===== config.mk =====
export PLATFORM = sky130hd
export DESIGN_NAME = ex_iter_alu
export DESIGN_NICKNAME = d
export VERILOG_FILES = /design/src/rtl/ex_iter_alu.sv
export SDC_FILE = /design/constraint.sdc
export NUM_CORES = 1
export LEC_CHECK = 0
export ABC_AREA = 1
export BUFFER_PORTS_ARGS = -buffer_cell sky130_fd_sc_hd__buf_2
export CORE_MARGIN = 2
export CORE_UTILIZATION = 40
export DETAILED_ROUTE_END_ITERATION = 16
export PLACE_DENSITY_LB_ADDON = 0.05
export SLEW_MARGIN = 40
export SYNTH_ARGS = -nofsm -noshare
export SYNTH_HDL_FRONTEND = slang
export SYNTH_SLANG_ARGS = --single-unit

===== constraint.sdc =====
create_clock -name clk -period 2.4 [get_ports clk]
set_input_delay 0.6 -clock clk [delete_from_list [all_inputs] [get_ports clk]]
set_output_delay 0.6 -clock clk [all_outputs]
set_load 0.1 [all_outputs]

===== src/rtl/ex_iter_alu.sv =====
// Execute-stage ALU for RV32I OP/OP-IMM. Shifts run one bit per cycle in an
// iterative unit and back-pressure the ID/EX stage while they are in flight.
module ex_iter_alu (
  input  logic        clk,
  input  logic        rst,
  input  logic        rdy,
  input  logic        in_valid,
  input  logic [6:0]  opcode,
  input  logic [2:0]  funct3,
  input  logic [6:0]  funct7,
  input  logic [31:0] reg1,
  input  logic [31:0] reg2,
  input  logic [4:0]  wd,
  input  logic        wreg,
  output logic        stall_req,
  output logic        out_valid,
  output logic [4:0]  out_wd,
  output logic        out_wreg,
  output logic [31:0] out_wdata
);

  localparam logic [6:0] OPC_OP    = 7'b0110011;
  localparam logic [6:0] OPC_OPIMM = 7'b0010011;

  localparam logic [0:0] S_IDLE  = 1'b0;
  localparam logic [0:0] S_SHIFT = 1'b1;

  localparam logic [1:0] SH_SLL = 2'd0;
  localparam logic [1:0] SH_SRL = 2'd1;
  localparam logic [1:0] SH_SRA = 2'd2;

  logic [0:0]  state_q, state_d;
  logic [4:0]  cnt_q, cnt_d;
  logic [31:0] work_q, work_d;
  logic [4:0]  wd_q, wd_d;
  logic        wreg_q, wreg_d;
  logic [1:0]  sh_q, sh_d;
  logic        out_valid_q, out_valid_d;
  logic [4:0]  out_wd_q, out_wd_d;
  logic        out_wreg_q, out_wreg_d;
  logic [31:0] out_wdata_q, out_wdata_d;

  logic        is_alu;
  logic        is_shift;
  logic [4:0]  shamt;
  logic [1:0]  sh_type;
  logic [31:0] alu_res;
  logic [31:0] work_shift;
  logic        unused_funct7;

  // Only funct7[5] distinguishes SUB/SRA; the other bits carry no meaning here.
  assign unused_funct7 = ^{funct7[6], funct7[4:0]};

  assign is_alu   = (opcode == OPC_OP) || (opcode == OPC_OPIMM);
  assign is_shift = (funct3 == 3'b001) || (funct3 == 3'b101);
  assign shamt    = reg2[4:0];
  assign sh_type  = (funct3 == 3'b001) ? SH_SLL : (funct7[5] ? SH_SRA : SH_SRL);

  always_comb begin
    alu_res = 32'd0;
    case (funct3)
      3'b000:  alu_res = (opcode == OPC_OP && funct7[5]) ? (reg1 - reg2) : (reg1 + reg2);
      3'b010:  alu_res = {31'd0, $signed(reg1) < $signed(reg2)};
      3'b011:  alu_res = {31'd0, reg1 < reg2};
      3'b100:  alu_res = reg1 ^ reg2;
      3'b110:  alu_res = reg1 | reg2;
      3'b111:  alu_res = reg1 & reg2;
      default: alu_res = reg1;  // zero-amount shift passes rs1 through
    endcase
  end

  always_comb begin
    case (sh_q)
      SH_SLL:  work_shift = {work_q[30:0], 1'b0};
      SH_SRL:  work_shift = {1'b0, work_q[31:1]};
      default: work_shift = {work_q[31], work_q[31:1]};
    endcase
  end

  always_comb begin
    state_d     = state_q;
    cnt_d       = cnt_q;
    work_d      = work_q;
    wd_d        = wd_q;
    wreg_d      = wreg_q;
    sh_d        = sh_q;
    out_valid_d = out_valid_q;
    out_wd_d    = out_wd_q;
    out_wreg_d  = out_wreg_q;
    out_wdata_d = out_wdata_q;
    if (rdy) begin
      out_valid_d = 1'b0;
      out_wd_d    = 5'd0;
      out_wreg_d  = 1'b0;
      out_wdata_d = 32'd0;
      if (state_q == S_IDLE) begin
        if (in_valid) begin
          if (is_alu && is_shift && shamt != 5'd0) begin
            state_d = S_SHIFT;
            cnt_d   = shamt;
            work_d  = reg1;
            wd_d    = wd;
            wreg_d  = wreg;
            sh_d    = sh_type;
          end else begin
            out_valid_d = 1'b1;
            out_wd_d    = wd;
            out_wreg_d  = is_alu && wreg && (wd != 5'd0);
            out_wdata_d = is_alu ? alu_res : 32'd0;
          end
        end
      end else begin
        work_d = work_shift;
        cnt_d  = cnt_q - 5'd1;
        if (cnt_q == 5'd1) begin
          state_d     = S_IDLE;
          out_valid_d = 1'b1;
          out_wd_d    = wd_q;
          out_wreg_d  = wreg_q && (wd_q != 5'd0);
          out_wdata_d = work_shift;
        end
      end
    end
  end

  always_ff @(posedge clk) begin
    if (rst) begin
      state_q     <= S_IDLE;
      cnt_q       <= 5'd0;
      work_q      <= 32'd0;
      wd_q        <= 5'd0;
      wreg_q      <= 1'b0;
      sh_q        <= SH_SLL;
      out_valid_q <= 1'b0;
      out_wd_q    <= 5'd0;
      out_wreg_q  <= 1'b0;
      out_wdata_q <= 32'd0;
    end else begin
      state_q     <= state_d;
      cnt_q       <= cnt_d;
      work_q      <= work_d;
      wd_q        <= wd_d;
      wreg_q      <= wreg_d;
      sh_q        <= sh_d;
      out_valid_q <= out_valid_d;
      out_wd_q    <= out_wd_d;
      out_wreg_q  <= out_wreg_d;
      out_wdata_q <= out_wdata_d;
    end
  end

  assign stall_req = (state_q == S_SHIFT);
  assign out_valid = out_valid_q;
  assign out_wd    = out_wd_q;
  assign out_wreg  = out_wreg_q;
  assign out_wdata = out_wdata_q;

endmodule

==> flow_summary.json <==
{
  "numCtsBuffers": 9,
  "finalSetupViolCount": 0,
  "nets": 2572,
  "ys_dominant_reg_cell": "dfxtp_1",
  "synth_seq_area_share_pct": 15.3,
  "worst-r2r-cell-count": 8,
  "hold_depth": 2,
  "p_leak_uw": 0.00808,
  "syn_to_final_growth_pct": 41.8,
  "antenna_left": 0,
  "worst_path_max_delay_cell": "ha_4",
  "path_clk_slew_ps": 70,
  "hold_viol": 0,
  "finalCritPeriodShare_pct": 96.4,
  "grt-ovfl-total": 0,
  "clockPowerShare_pct": 24.4,
  "synthArstFlopShare_pct": 0,
  "combPwrFrac_pct": 50.7,
  "p_per_area_nw_per_um2": 372,
  "status": "finished clean",
  "avgSynthCellArea_sq_um": 5.63,
  "core_sq_um": 27600,
  "drc_errors": 0,
  "yosysUniqueCellTypes": 50,
  "postSynthCellCount": 1977,
  "cts.sinks": 85,
  "final_layout_size_suffix_gt1_share_pct": 31.9,
  "gp_congestion": 0.981,
  "cts-hold-fix-buffers": 0,
  "drv_cap": 0,
  "critPathMaxFanout": 4,
  "finalPower_uw": 5870,
  "worstReg2RegStart": "cnt_q[1]$_SDFFE_PP0P_",
  "cp_cell_sequence": "buf_2 -> inv_1 -> ha_4 -> buf_4 -> nand2_1 -> nand2_1 -> nand2_1 -> nand3_2 -> buf_4 -> nand2_1 -> o21ai_0 -> nand2_1 -> nand2_1 -> o21ai_1 -> o211ai_1 -> a21oi_1",
  "sw_frac_of_total_pct": 41.6,
  "internal-power_uw": 3430,
  "initial_utilization_pct": 40.4,
  "grt_pass1_wl_mm": 72.3,
  "syn_nets": 2168,
  "io_buffers": 124,
  "hpwl_mm": 39.2,
  "antenna_found_initial": 0,
  "vdd_drop_max_v": 0.000313,
  "ioPinCount": 131,
  "worstHoldStart": "work_q[24]$_SDFFE_PP0P_",
  "first_pass_iters": 7,
  "seq_power_share_pct": 24.9,
  "tritoncts": "done",
  "report.final.slew_viol_count": 0,
  "hold_path.class": "register to register",
  "n_antenna_cell": 0,
  "rsz0062_at_grt": "true",
  "clock_path_buffers": 2,
  "fillers": 2887,
  "fin_worst_skew_ps": 9.41,
  "critPathKind": "primary input to register",
  "worst_pin_slew_ps": 603,
  "drt_iter0_drc": 959,
  "synth_area_sq_um": 11100,
  "cp-end-kind": "register",
  "fin_crit_ps": 2310,
  "dieArea_sq_um": 29200,
  "yosys_register_bits": 85,
  "synth_warnings": 0,
  "avgRoutedWirePerCell_um": 17.5,
  "grt_pass1_vias": 13100,
  "finalInstanceArea_sq_um": 15800,
  "switching_power_uw": 2440,
  "synth_edf_count": 0,
  "crit_top_cell": "nand2_1",
  "maxClockFrequency_mhz": 432,
  "grt_use_total_pct": 32.4,
  "fp.dieW_um": 171,
  "worst_setup_path_start_kind": "primary input",
  "required_ps": 2670,
  "via_count": 14000,
  "crit_path_start": "reg1[2]",
  "arrival_ps": 2590,
  "viasPerCell": 5.07,
  "dpl_cell_area_sq_um": 14500,
  "cts-root-buf": "clkbuf_16",
  "num_rows": 61,
  "grt_max_degree": 74,
  "drt-total-wl_mm": 48.2,
  "cpPeakStageDelay_ps": 230,
  "cts_htree_levels": 3,
  "dieHeight_um": 171,
  "final_util_pct": 57.2,
  "insertion_delay_ps": 340,
  "relSlewSlack_pct": 59.7
}
==> critical path, delay by kind of cell <==
| kind | cells | cell delay, ps |
|---|---|---|
| AO/OA/AOI/OAI | 4 | 540 |
| buffers and inverters | 4 | 550 |
| AND/OR/NAND/NOR | 7 | 660 |
| adder cells (fa/ha/maj) | 1 | 230 |
==> synthesized netlist by cell type (all sizes together), types with 19 or more instances <==
master    n  area (sq um)
o22ai    31           194
nand3   121           621
nor2    209           872
inv     333          1250
a21oi   164           843
a211oi   23           188
dfxtp    85          1700
nand2   551          2090
nand4    19           119
ha       98          1230
clkbuf   37           140
o21ai   169           850
buf      49           367
==> power by group through the flow <==
stage / registers (uW) / logic, uW / clock network [uW]
after floorplan: 1720 / 1240 / 0
after global placement: 1490 / 2650 / 0
after detailed placement: 1490 / 2650 / 0
after CTS: 1460 / 2720 / 1460
after global routing: 1460 / 3220 / 1520
final: 1460 / 2980 / 1440
==> logic make-up (layout without fill, tap and decap cells) <==
kind of cell | count (synthesis) | count (layout) | share of synthesized area (%)
AND/OR/NAND/NOR | 936 | 936 | 35.5
buffers and inverters | 424 | 833 | 16.2
AO/OA/AOI/OAI | 421 | 421 | 20.8
adder cells (fa/ha/maj) | 100 | 100 | 11.4
flip-flops | 85 | 85 | 15.3
XOR/XNOR | 11 | 11 | 0.866
==> final cells by class <==
cell class	instances	area, sq um	area share [%]
repair buffers	482	3440	21.8
inverters	335	1260	7.97
flip-flops and latches	85	1700	10.8
clock buffers	10	229	1.45
clock inverters	6	70.1	0.444
well taps	378	473	3.00
multi-input cells	1468	8600	54.6
==> metrics by stage <==
step	TNS, ps	worst slack, ps	hold slack, ps	std cells
after global placement	-12120	-521	453	2744
after global routing	-212	-48.3	495	2764
after detailed placement	-12550	-525	456	2744
after CTS	-2.55	-2.55	466	2761
after floorplan	0	136	437	1977
final	0	87.4	465	2764
==> state kept, by name, summed over array words and instances, names as in the netlist <==
name,cells
out_wdata,32
work_q,32
cnt_q,5
out_wd,5
wd_q,5
sh_q,2
out_valid,1
out_wreg,1
stall_req,1
wreg_q,1
==> routing by layer <==
| metal | up-vias | wire length, um | global-route usage, % |
|---|---|---|---|
| met5 | - | 0 | 0 |
| met4 | 0 | 1950 | 12.0 |
| met3 | 68 | 2380 | 3.89 |
| met2 | 450 | 21800 | 54.3 |
| met1 | 6386 | 22100 | 42.7 |
| li1 | 7098 | - | - |
==> layout by cell type, fill, tap and decap left out, types with 10 or more instances in the layout <==
cell type  synthesis  routed
o21ai_1           18      21
a211oi_1          20      20
a21oi_1          158     137
dfxtp_1           85      85
o22ai_1           31      31
a31oi_1           15      15
buf_2             20     122
o21ai_0          150     142
a21oi_2            6      25
inv_2             10      31
inv_1            323     302
nor2_4             7      17
ha_1              98      67
ha_4               0      28
nor3_1            13      10
nand2_2            6      60
nor2_1           188     158
nand2_1          544     485
nor2_2            14      34
buf_4             12     347
nand3_2            3      28
xor2_1            11      11
nand4_1           19      19
nand3_1          118      91
==> repair_timing <==
action,CTS,global route
pin swaps,0,29
resized for setup,57,196
setup endpoints to repair,27,28
hold endpoints to repair,0,0
setup buffers,1,3
==> worst paths after layout <==
kind                                                  end  slack [ps]
worst max-delay path            out_wdata[5]$_SDFFE_PP0P_          90
worst min-delay path              work_q[24]$_SDFFE_PP0P_         460
worst max register to register      out_wreg$_SDFFE_PP0P_         610
worst min register to register    work_q[24]$_SDFFE_PP0P_         460
Note: power is estimated with default switching activity, not from simulation.
